File: config.mk
export PLATFORM = sky130hd
export DESIGN_NAME = mc_ctrl_fsm
export DESIGN_NICKNAME = d
export VERILOG_FILES = /design/src/rtl/mc_ctrl_pkg.sv /design/src/rtl/mc_mem_wait_timer.sv /design/src/rtl/mc_ctrl_fsm.sv
export SDC_FILE = /design/constraint.sdc
export NUM_CORES = 1
export LEC_CHECK = 0
export CAP_MARGIN = 20
export CORE_ASPECT_RATIO = 1.75
export CORE_UTILIZATION = 30
export CTS_BUF_LIST = sky130_fd_sc_hd__clkbuf_4
export DETAILED_ROUTE_END_ITERATION = 8
export SKIP_CTS_REPAIR_TIMING = 1
export SLEW_MARGIN = 20
export SYNTH_ARGS = -nofsm -noshare
export SYNTH_HDL_FRONTEND = slang
export SYNTH_HIERARCHICAL = 1
export SYNTH_SLANG_ARGS = --single-unit
File: constraint.sdc
create_clock -name clk -period 3.4 [get_ports clk]
set_input_delay 0.34 -clock clk [delete_from_list [all_inputs] [get_ports clk]]
set_output_delay 0.34 -clock clk [all_outputs]
set_load 0.005 [all_outputs]
File: src/rtl/mc_ctrl_pkg.sv
// Shared encodings for the multicycle MIPS control unit: states, commands,
// ALU operations and datapath mux selects.
package mc_ctrl_pkg;

   typedef enum logic [3:0] {
      FETCH  = 4'd0,
      DECODE = 4'd1,
      EX_BR  = 4'd2,
      EX_JR  = 4'd3,
      EX_R   = 4'd4,
      EX_I   = 4'd5,
      MEM_RD = 4'd6,
      MEM_WR = 4'd7,
      WB_R   = 4'd8,
      WB_I   = 4'd9,
      WB_LW  = 4'd10,
      FAULT  = 4'd11
   } state_t;

   localparam int unsigned CMD_LW   = 0;
   localparam int unsigned CMD_SW   = 1;
   localparam int unsigned CMD_J    = 2;
   localparam int unsigned CMD_JR   = 3;
   localparam int unsigned CMD_JAL  = 4;
   localparam int unsigned CMD_BEQ  = 5;
   localparam int unsigned CMD_BNE  = 6;
   localparam int unsigned CMD_XORI = 7;
   localparam int unsigned CMD_ADDI = 8;
   localparam int unsigned CMD_ADD  = 9;
   localparam int unsigned CMD_SUB  = 10;
   localparam int unsigned CMD_SLT  = 11;

   localparam int unsigned ALU_ADD = 0;
   localparam int unsigned ALU_SUB = 1;
   localparam int unsigned ALU_XOR = 2;
   localparam int unsigned ALU_SLT = 3;

   localparam logic [1:0] PCSRC_ALU_RES = 2'd0;
   localparam logic [1:0] PCSRC_ALU     = 2'd1;
   localparam logic [1:0] PCSRC_J       = 2'd2;
   localparam logic [1:0] PCSRC_A       = 2'd3;

   localparam logic SRCA_PC = 1'b0;
   localparam logic SRCA_A  = 1'b1;

   localparam logic [1:0] SRCB_SXIS = 2'd0;
   localparam logic [1:0] SRCB_SXI  = 2'd1;
   localparam logic [1:0] SRCB_B    = 2'd2;
   localparam logic [1:0] SRCB_FOUR = 2'd3;

   localparam logic MEMIN_PC      = 1'b0;
   localparam logic MEMIN_ALU_RES = 1'b1;

   localparam logic [1:0] DST_RD = 2'd0;
   localparam logic [1:0] DST_RT = 2'd1;
   localparam logic [1:0] DST_RA = 2'd2;

   localparam logic [1:0] REGIN_MDR     = 2'd0;
   localparam logic [1:0] REGIN_ALU_RES = 2'd1;
   localparam logic [1:0] REGIN_PC      = 2'd2;

   function automatic logic is_mem_wait_state(input state_t s);
      return (s == FETCH) || (s == MEM_RD) || (s == MEM_WR);
   endfunction

endpackage

File: src/rtl/mc_mem_wait_timer.sv
// Counts consecutive not-ready cycles of an outstanding memory request and
// flags when the configured limit is reached (MEM_TIMEOUT=0 never expires).
module mc_mem_wait_timer #(
   parameter int unsigned MEM_TIMEOUT = 15,
   parameter int unsigned TMR_W       = 4
) (
   input  logic clk,
   input  logic rst,
   input  logic active,
   input  logic ready,
   input  logic clear,
   output logic expired
);

   logic [TMR_W-1:0] r_cnt;

   always_ff @(posedge clk or posedge rst) begin
      if (rst) begin
         r_cnt <= '0;
      end else if (clear || ready) begin
         r_cnt <= '0;
      end else if (active && (r_cnt != '1)) begin
         r_cnt <= r_cnt + TMR_W'(1);
      end
   end

   // A ready in the expiring cycle completes the access instead of faulting.
   always_comb begin
      expired = (MEM_TIMEOUT != 0) && active && !ready &&
                (r_cnt == TMR_W'(MEM_TIMEOUT));
   end

endmodule

File: src/rtl/mc_ctrl_fsm.sv
// Moore control FSM for the multicycle MIPS datapath with memory ready
// handshake, wait timeout and sticky fault state.
module mc_ctrl_fsm
   import mc_ctrl_pkg::*;
#(
   parameter int unsigned CMD_W       = 4,
   parameter int unsigned ALU_OP_W    = 3,
   parameter int unsigned MEM_TIMEOUT = 15,
   parameter int unsigned TMR_W       = 4
) (
   input  logic                clk,
   input  logic                rst,
   input  logic [CMD_W-1:0]    cmd,
   input  logic                eq,
   input  logic                memReady,
   output logic                memReq,
   output logic [ALU_OP_W-1:0] aluOp,
   output logic [1:0]          pcSrc,
   output logic                aluSrcA,
   output logic [1:0]          aluSrcB,
   output logic                memIn,
   output logic [1:0]          dst,
   output logic [1:0]          regIn,
   output logic                pcWe,
   output logic                memWe,
   output logic                irWe,
   output logic                aWe,
   output logic                bWe,
   output logic                regWe,
   output logic                fault,
   output logic [3:0]          state
);

   state_t r_state;
   state_t w_next;
   logic   w_active;
   logic   w_clear;
   logic   w_expired;

   assign w_active = is_mem_wait_state(r_state);
   assign w_clear  = (w_next != r_state);

   mc_mem_wait_timer #(
      .MEM_TIMEOUT(MEM_TIMEOUT),
      .TMR_W      (TMR_W)
   ) u_timer (
      .clk    (clk),
      .rst    (rst),
      .active (w_active),
      .ready  (memReady),
      .clear  (w_clear),
      .expired(w_expired)
   );

   always_ff @(posedge clk or posedge rst) begin
      if (rst) begin
         r_state <= FETCH;
      end else begin
         r_state <= w_next;
      end
   end

   always_comb begin
      w_next = r_state;
      case (r_state)
         FETCH: begin
            if (memReady)       w_next = DECODE;
            else if (w_expired) w_next = FAULT;
         end
         DECODE: begin
            case (cmd)
               CMD_W'(CMD_J), CMD_W'(CMD_JAL):                   w_next = FETCH;
               CMD_W'(CMD_JR):                                   w_next = EX_JR;
               CMD_W'(CMD_BEQ), CMD_W'(CMD_BNE):                 w_next = EX_BR;
               CMD_W'(CMD_ADD), CMD_W'(CMD_SUB), CMD_W'(CMD_SLT): w_next = EX_R;
               CMD_W'(CMD_LW), CMD_W'(CMD_SW),
               CMD_W'(CMD_ADDI), CMD_W'(CMD_XORI):               w_next = EX_I;
               default:                                          w_next = FAULT;
            endcase
         end
         EX_BR, EX_JR: w_next = FETCH;
         EX_R:         w_next = WB_R;
         EX_I: begin
            case (cmd)
               CMD_W'(CMD_ADDI), CMD_W'(CMD_XORI): w_next = WB_I;
               CMD_W'(CMD_LW):                     w_next = MEM_RD;
               CMD_W'(CMD_SW):                     w_next = MEM_WR;
               default:                            w_next = FAULT;
            endcase
         end
         MEM_RD: begin
            if (memReady)       w_next = WB_LW;
            else if (w_expired) w_next = FAULT;
         end
         MEM_WR: begin
            if (memReady)       w_next = FETCH;
            else if (w_expired) w_next = FAULT;
         end
         WB_R, WB_I, WB_LW: w_next = FETCH;
         FAULT:             w_next = FAULT;
         default:           w_next = FAULT;
      endcase
   end

   // Outputs are forced to zero while rst is high so no write can slip
   // through in the reset cycle even though the state already reads FETCH.
   always_comb begin
      memReq  = 1'b0;
      aluOp   = ALU_OP_W'(ALU_ADD);
      pcSrc   = PCSRC_ALU_RES;
      aluSrcA = SRCA_PC;
      aluSrcB = SRCB_SXIS;
      memIn   = MEMIN_PC;
      dst     = DST_RD;
      regIn   = REGIN_MDR;
      pcWe    = 1'b0;
      memWe   = 1'b0;
      irWe    = 1'b0;
      aWe     = 1'b0;
      bWe     = 1'b0;
      regWe   = 1'b0;
      fault   = 1'b0;
      if (!rst) begin
         case (r_state)
            FETCH: begin
               memReq  = 1'b1;
               memIn   = MEMIN_PC;
               aluSrcA = SRCA_PC;
               aluSrcB = SRCB_FOUR;
               aluOp   = ALU_OP_W'(ALU_ADD);
               pcSrc   = PCSRC_ALU;
               irWe    = memReady;
               pcWe    = memReady;
            end
            DECODE: begin
               aWe     = 1'b1;
               bWe     = 1'b1;
               aluSrcA = SRCA_PC;
               aluSrcB = SRCB_SXIS;
               aluOp   = ALU_OP_W'(ALU_ADD);
               if (cmd == CMD_W'(CMD_J) || cmd == CMD_W'(CMD_JAL)) begin
                  pcSrc = PCSRC_J;
                  pcWe  = 1'b1;
               end
               if (cmd == CMD_W'(CMD_JAL)) begin
                  regWe = 1'b1;
                  dst   = DST_RA;
                  regIn = REGIN_PC;
               end
            end
            EX_BR: begin
               aluSrcA = SRCA_A;
               aluSrcB = SRCB_B;
               aluOp   = ALU_OP_W'(ALU_SUB);
               pcSrc   = PCSRC_ALU_RES;
               pcWe    = (cmd == CMD_W'(CMD_BNE)) ? !eq : eq;
            end
            EX_JR: begin
               pcSrc = PCSRC_A;
               pcWe  = 1'b1;
            end
            EX_R: begin
               aluSrcA = SRCA_A;
               aluSrcB = SRCB_B;
               case (cmd)
                  CMD_W'(CMD_SUB): aluOp = ALU_OP_W'(ALU_SUB);
                  CMD_W'(CMD_SLT): aluOp = ALU_OP_W'(ALU_SLT);
                  default:         aluOp = ALU_OP_W'(ALU_ADD);
               endcase
            end
            EX_I: begin
               aluSrcA = SRCA_A;
               aluSrcB = SRCB_SXI;
               aluOp   = (cmd == CMD_W'(CMD_XORI)) ? ALU_OP_W'(ALU_XOR)
                                                   : ALU_OP_W'(ALU_ADD);
            end
            MEM_RD: begin
               memReq = 1'b1;
               memIn  = MEMIN_ALU_RES;
            end
            MEM_WR: begin
               memReq = 1'b1;
               memIn  = MEMIN_ALU_RES;
               memWe  = memReady;
            end
            WB_R: begin
               regWe = 1'b1;
               dst   = DST_RD;
               regIn = REGIN_ALU_RES;
            end
            WB_I: begin
               regWe = 1'b1;
               dst   = DST_RT;
               regIn = REGIN_ALU_RES;
            end
            WB_LW: begin
               regWe = 1'b1;
               dst   = DST_RT;
               regIn = REGIN_MDR;
            end
            FAULT:   fault = 1'b1;
            default: fault = 1'b1;
         endcase
      end
   end

   assign state = r_state;

endmodule

**Yosys cells after proc, flatten, opt, wreduce, memory -nomap -nowiden**

Memory sizes are Yosys's and may differ from the RTL's.
Cells that the tools add are included.

- Register bits after elaboration: 8
- Output and inout bits: 25
- ROM bits: 64
- Input port bits: 8
- Memories: 1
- Word-level logic and storage cells: 90

Memory list:

| memory | depth | width | read ports | clocked after memory_dff | wr ports | RTL line | source |
|---|---|---|---|---|---|---|---|
| (name not given) | 16 | 4 | 1 | 0 | 0 | mc_ctrl_fsm.sv:71 | `case (cmd)` |

- Reduce and logical (&&, ||, !) cells: 22
- Equal/unequal tests: 21
- Multiplexer cells: 43
- Add/sub/neg operators: 1

Operator list:

| cell | count |
|---|---|
| equality test 4 x 3 -> 1 bit (second input constant) | 7 |
| equality test 4 bit (second input constant) | 7 |
| case mux 4 bit (7 select lines) | 1 |
| two-way mux 4 bit | 6 |
| two-way mux 1 bit | 19 |
| case mux 2 bit (3 select lines) | 3 |
| two-way mux 2 bit | 8 |
| equality test 4 x 2 -> 1 bit (second input constant) | 3 |
| case mux 2 bit (2 select lines) | 3 |
| case mux 4 bit (3 select lines) | 1 |
| OR reduction 11 bit | 1 |
| OR reduction 2 bit | 5 |
| OR reduction 3 bit | 3 |
| equality test 4 x 1 -> 1 bit (second input constant) | 2 |
| logical NOT 4 bit | 2 |
| OR reduction 5 bit | 1 |
| adder 4 x 1 -> 4 bit (second input constant) | 1 |
| logical OR 1 bit | 4 |
| inequality test 4 bit | 1 |
| inequality test 4 bit (second input constant) | 1 |
| case mux 1 bit (4 select lines) | 1 |
| logical AND 1 bit | 3 |
| logical NOT 1 bit | 2 |
| case mux 1 bit (2 select lines) | 1 |
| nonzero test 2 bit | 1 |

**Depth between registers and ports, before layout**

Gate-level depths: netlist (run 1).

- Depth after elaboration: 11
- Mapped depth: 16
- Depth with buffers taken out: 14

**Cells and area by module**

Netlist (run 1), hierarchy kept.

Modules (own cells, without submodules):

| module | seq. area each (um^2) | area an instance (um^2) | times used | cells each |
|---|---|---|---|---|
| mc_ctrl_fsm | 100.1 | 870.8 | 1 | 131 |
| mc_mem_wait_timer | 100.1 | 229.0 | 1 | 26 |

**Least setup slack after synthesis (run 1)**

Ideal clock, no wire load.

- Path kind: register to register
- Start point: register r_state[2], in the netlist state[2]
- End point: register u_timer.r_cnt[1]
- Buffers on the path: 2
- Stages on the path, launching flop included: 16
- Library setup time: 0.084 ns
- Slack: 0.638 ns
- Data required time: 3.316 ns
- Arrival: 2.678 ns
- Cells stage by stage: dfrtp_1 clkbuf_1 buf_2 nor3_1 a21oi_1 nor2_1 nand4_1 nor2_1 nor2_1 o31a_1 o22ai_1 or3_1 xnor2_1 nand4_1 nor2_1 a21boi_0

- Word-level cells in the longest chain between the ends: 11
- Elaborated cells between the ends (all ways): 26
- Those cells by class: 11 x eq/ne; 6 x mux; 9 x reduce/logical

RTL lines:

| what | RTL line | source |
|---|---|---|
| from (decl) | mc_ctrl_fsm.sv:34 | `state_t r_state;` |
| from (signal assigned) | mc_ctrl_fsm.sv:59 | `r_state <= w_next;` |
| equality test 4 x 3 -> 1 bit or logical NOT 4 bit (tied branches) | mc_ctrl_pkg.sv:63 | `return (s == FETCH) \|\| (s == MEM_RD) \|\| (s == MEM_WR);` |
| logical OR 1 bit | mc_ctrl_pkg.sv:63 |  |
| logical OR 1 bit (*) | mc_ctrl_pkg.sv:63 |  |
| via w_active | mc_ctrl_fsm.sv:36 | `logic w_active;` |
| logical AND 1 bit (*) (2 in a row) | mc_mem_wait_timer.sv:29 | `expired = (MEM_TIMEOUT != 0) && active && !ready &&` |
| via w_expired | mc_ctrl_fsm.sv:38 | `logic w_expired;` |
| two-way mux 4 bit (*) | mc_ctrl_fsm.sv:68, mc_ctrl_fsm.sv:93, mc_ctrl_fsm.sv:97 |  |
| two-way mux 4 bit, on equally long branches | mc_ctrl_fsm.sv:96, mc_ctrl_fsm.sv:67, mc_ctrl_fsm.sv:92 |  |
| case mux 4 bit (7 select lines) (*) | mc_ctrl_fsm.sv:65 | `case (r_state)` |
| via w_next[0] | mc_ctrl_fsm.sv:35 | `state_t w_next;` |
| inequality test 4 bit (*) | mc_ctrl_fsm.sv:41 | `assign w_clear = (w_next != r_state);` |
| via w_clear | mc_ctrl_fsm.sv:37 | `logic w_clear;` |
| logical OR 1 bit (*) | mc_mem_wait_timer.sv:20 | `end else if (clear \|\| ready) begin` |
| two-way mux 4 bit or nonzero test 2 bit (tied branches) | - |  |
| to (signal assigned) | mc_mem_wait_timer.sv:23 | `r_cnt <= r_cnt + TMR_W'(1);` |
| to (decl) | mc_mem_wait_timer.sv:15 | `logic [TMR_W-1:0] r_cnt;` |

Mark *: on every way through the listed nets, which the timed path passes. The rest lies on a longest branch.
A chain may end at the register's enable or synchronous reset.

**Final worst setup path (run 1)**

- Start point: input cmd[1]
- End point: register u_timer.r_cnt[1]

- Word-level cells in the longest chain between the ends: 7
- Elaborated cells between the ends (all ways): 12
- Those cells by class: 4 x eq/ne; 3 x mux; 4 x reduce/logical; 1 x memory

RTL lines:

| what | RTL line | source |
|---|---|---|
| from (decl) | mc_ctrl_fsm.sv:13 | `input logic [CMD_W-1:0] cmd,` |
| equality test 4 x 3 -> 1 bit or equality test 4 bit (tied branches) | mc_ctrl_fsm.sv:84 | `case (cmd)` |
| OR reduction 2 bit | mc_ctrl_fsm.sv:84 |  |
| case mux 4 bit (3 select lines) | mc_ctrl_fsm.sv:84 |  |
| case mux 4 bit (7 select lines) (*) | mc_ctrl_fsm.sv:65 |  |
| via w_next[1] | mc_ctrl_fsm.sv:35 |  |
| inequality test 4 bit (*) | mc_ctrl_fsm.sv:41 |  |
| via w_clear | mc_ctrl_fsm.sv:37 |  |
| logical OR 1 bit (*) | mc_mem_wait_timer.sv:20 |  |
| two-way mux 4 bit or nonzero test 2 bit (tied branches) | - |  |

Marks and branches as above.

==> flow_summary.json, run 1 <==
{
  "placed_cells": 226,
  "number_of_enable_flip_flop_cells_after_synthesis": 0,
  "crit_path_max_incr_delay_ns": 0.54,
  "power.switching_uw": 58.2,
  "worst_ep_required_time_ns": 3.56,
  "crit-reg2reg-launch": "state[1]$_DFF_PP0_",
  "yosys_warnings": 6,
  "critPathKind": "in2reg",
  "critical_path_startpoint_category": "input port",
  "multiInputGateArea_sq_um": 787,
  "fin_crit_sh": 0.855,
  "final-instance-count-excl-fill": 229,
  "slew_at_the_pin_closest_to_its_max_slew_limit_ns": 0.516,
  "cp-endpoint": "u_timer/r_cnt[1]$_DFFE_PP0P_",
  "async_sr_flop_fraction": 1.00,
  "total_power_uw": 212,
  "max-clock-path-buffers": 2,
  "crit_path_start": "cmd[1]",
  "syn_area_sq_um": 1100,
  "post_synthesis_instance_total": 157,
  "route.vias.total": 1217,
  "chipHeight_microns": 82.1,
  "floorplan.initialDensity": 0.320,
  "timing.final.setup_violations": 0,
  "first_pass_grt_wire_length_microns": 5380,
  "gr-usage-all-layers": 0.191,
  "family_of_cells_with_the_greatest_summed_delay_on_the_critical_path": "compound AO/OA/AOI/OAI gates",
  "die_wd_microns": 47.8,
  "combPwrFrac": 0.194,
  "syn_avg_cell_area_sq_um": 7.01,
  "syn_to_final_growth_pct": 33.0,
  "antenna_found_initial": 0,
  "sequential_fraction_of_design_power": 0.450,
  "result_of_the_run": "completed",
  "sw_frac_of_total": 0.275,
  "root_buffer": "clkbuf_4",
  "dr.pass1.iters": 4,
  "fmaxAchievable_ghz": 0.344,
  "synth.yosys.seq_area_share": 0.182,
  "gp_congestion": 0.826,
  "reg2reg_end": "u_timer/r_cnt[1]$_DFFE_PP0P_",
  "final_cell_mix": "clkdlybuf4s50_1 (31), nor2_1 (18), nand2_1 (15)",
  "layout-drive-gt1-share": 0.0707,
  "final_max_slew_viol_count": 0,
  "crit_path_cell_trace": "clkdlybuf4s50_1 > inv_1 > ha_1 > o21ai_2 > a21bo_1 > a222oi_1 > or3b_4 > xnor2_2 > nand4_1 > nor2_1 > a21boi_0",
  "final_design_area_no_fill_sq_um": 1460,
  "rsz_0062_raised_after_global_routing": "false",
  "worst_setup_path_end_kind": "flop",
  "routedWlPerCell_microns": 15.0,
  "cts_buffers": 3,
  "core_sq_um": 3430,
  "grt_start_max_net_pins": 23,
  "utilization_after_layout": 0.426,
  "final_hold_viol_count": 0,
  "placed_area_sq_um": 1440,
  "port_buffers": 31,
  "ys.flop_type": "dfrtp_1",
  "row_count": 28,
  "final.fill_count": 405,
  "synthesis.nets": 171,
  "synth-seq-cells": 8,
  "floorplan.io_pins": 33,
  "timing.critical_path.buf_inv": 2,
  "timing.slew.headroom": 0.655,
  "cp_max_stage_cell": "clkdlybuf4s50_1",
  "detail_route.vias_per_cell": 5.31,
  "layout_nets": 200,
  "ir_drop_uv": 92.8,
  "power.density_cell_area_nw_per_um2": 145,
  "clock_power_share": 0.357,
  "p_int_uw": 154,
  "cts_sinks": 8,
  "cellLeakagePower_uw": 0.000608,
  "antenna_diode_instance_count": 0,
  "mostFrequentLayoutCell": "clkdlybuf4s50_1",
  "worst_path_arrival_ns": 3.07,
  "drc": 0,
  "clk_transition_reported_paths_ns": 0.06,
  "holdCritPathClass": "in2async",
  "die-area_sq_um": 3920,
  "final_antenna_net_count": 0,
  "dr.first_iter.drc_count": 34,
  "grt_remaining_overflow": 0,
  "htree_levels": 1,
  "final.setup_skew_ns": 0.00863,
  "period_needed_ns": 2.91,
  "rrSetupSlack_ns": 0.50,
  "count_of_distinct_cell_types_in_the_synthesized_netlist": 52,
  "register_area_sq_um": 200,
  "tritoncts": "done",
  "max_cap_violations": 0,
  "insertion_delay_ns": 0.26,
  "ff_to_ff_path_depth": 13,
  "detailed_place_hpwl_microns": 2760,
  "number_of_global_route_vias_before_repair": 1206,
  "totalNegativeSetupSlack_ns": 0,
  "finalWirelength_microns": 3440,
  "crit_path_max_fanout": 5,
  "critical_path_cell_count": 11
}
## worst register-to-register path, cell delays in order (launching register included)
cell and delay (ns):
dfrtp_1 0.53, nor3_1 0.32, a21oi_1 0.10, nor2_1 0.21
nand4_1 0.12, nor2_1 0.17, nor2_1 0.07, o31a_1 0.23
o22ai_1 0.17, or3_1 0.19, xnor2_1 0.12, nand4_1 0.11
nor2_1 0.24, a21boi_0 0.23
## synthesized netlist by cell type (2+ instances only)
library cell | count | area, sq um
o22ai_1 | 2 | 12.5
nand3_1 | 5 | 25.0
and3_1 | 6 | 37.5
nor3_1 | 7 | 35.0
nor2_1 | 18 | 67.6
ha_1 | 6 | 75.1
buf_1 | 2 | 7.51
nor2b_1 | 5 | 31.3
o21ai_0 | 6 | 30.0
a21oi_1 | 8 | 40.0
dfrtp_1 | 8 | 200
xor2_1 | 2 | 17.5
nand2_1 | 15 | 56.3
clkbuf_1 | 4 | 15.0
inv_1 | 9 | 33.8
and2_1 | 2 | 12.5
a211oi_1 | 2 | 15.0
nand2b_1 | 3 | 18.8
o21bai_1 | 4 | 30.0
nor4_1 | 2 | 12.5
buf_4 | 3 | 22.5
nand4_1 | 4 | 25.0
a21boi_0 | 2 | 15.0
nand4b_1 | 2 | 17.5
buf_2 | 3 | 15.0
## layer usage
metal,global-route usage,up-vias,wire length (microns)
li1,-,608,-
met1,0.180,567,1270
met2,0.349,32,1970
met3,0.0326,10,76
met4,0.122,0,116
met5,0,-,0
## power by group through the flow
| stage | clock, uW | sequential (uW) | combinational [uW] |
|---|---|---|---|
| global route | 82.9 | 95.1 | 45.9 |
| CTS | 77.6 | 95.2 | 41.5 |
| global placement | 0 | 96.9 | 40.2 |
| finish | 75.5 | 95.2 | 41.1 |
| detailed placement | 0 | 96.9 | 41.3 |
| floorplan | 0 | 96.9 | 25.0 |
## how the worst min path moves through the flow
stage,from,endpoint,slack (ns),cells after the start
floorplan,rst,u_timer/r_cnt[0]$_DFFE_PP0P_,0.11,1
global placement,u_timer/r_cnt[0]$_DFFE_PP0P_,u_timer/r_cnt[0]$_DFFE_PP0P_,0.54,2
detailed placement,u_timer/r_cnt[1]$_DFFE_PP0P_,u_timer/r_cnt[1]$_DFFE_PP0P_,0.60,2
CTS,rst,u_timer/r_cnt[3]$_DFFE_PP0P_,0.50,2
global route,rst,u_timer/r_cnt[3]$_DFFE_PP0P_,0.54,2
finish,rst,u_timer/r_cnt[3]$_DFFE_PP0P_,0.50,2
## logic make-up after synthesis
kind of cell | Yosys count | synth area share
other | 1 | 0.00341
xor gates and xnor gates | 4 | 0.0387
AOI/OAI and AO/OA | 38 | 0.243
DFF | 8 | 0.182
adders and majority gates | 6 | 0.0683
muxes | 1 | 0.00910
buffers and inverters | 24 | 0.102
and+or+nand+nor | 75 | 0.353
## cell type report
| cell class | instances | share of cell area |
|---|---|---|
| Timing Repair Buffer | 37 | 0.243 |
| Sequential cell | 8 | 0.137 |
| Inverter | 11 | 0.0282 |
| Clock buffer | 3 | 0.0154 |
| Multi-Input combinational cell | 125 | 0.538 |
| Tap cell | 45 | 0.0385 |
## through the flow
| step | hold WS [ns] | setup slack, ns |
|---|---|---|
| 2_1_floorplan | 0.106 | 0.638 |
| 3_3_place_gp | 0.543 | 0.415 |
| 3_5_place_dp | 0.601 | 0.243 |
| 4_1_cts | 0.498 | 0.497 |
| 5_1_grt | 0.543 | 0.206 |
| 6_report | 0.501 | 0.494 |
## flip-flops by register name, indices dropped and copies added, names as in the netlist
name / cells
u_timer/r_cnt: 4
state: 4
No activity file was read; power rests on OpenSTA's default activity.
==> run 2: changes to the inputs <==
--- a/config.mk
+++ b/config.mk
@@ -16,3 +16,4 @@
 export SYNTH_HDL_FRONTEND = slang
 export SYNTH_HIERARCHICAL = 1
 export SYNTH_SLANG_ARGS = --single-unit
+export TNS_END_PERCENT = 30
==> results of run 2 <==
Same layout as run 1: the final DEF is identical, and so are final timing and power.
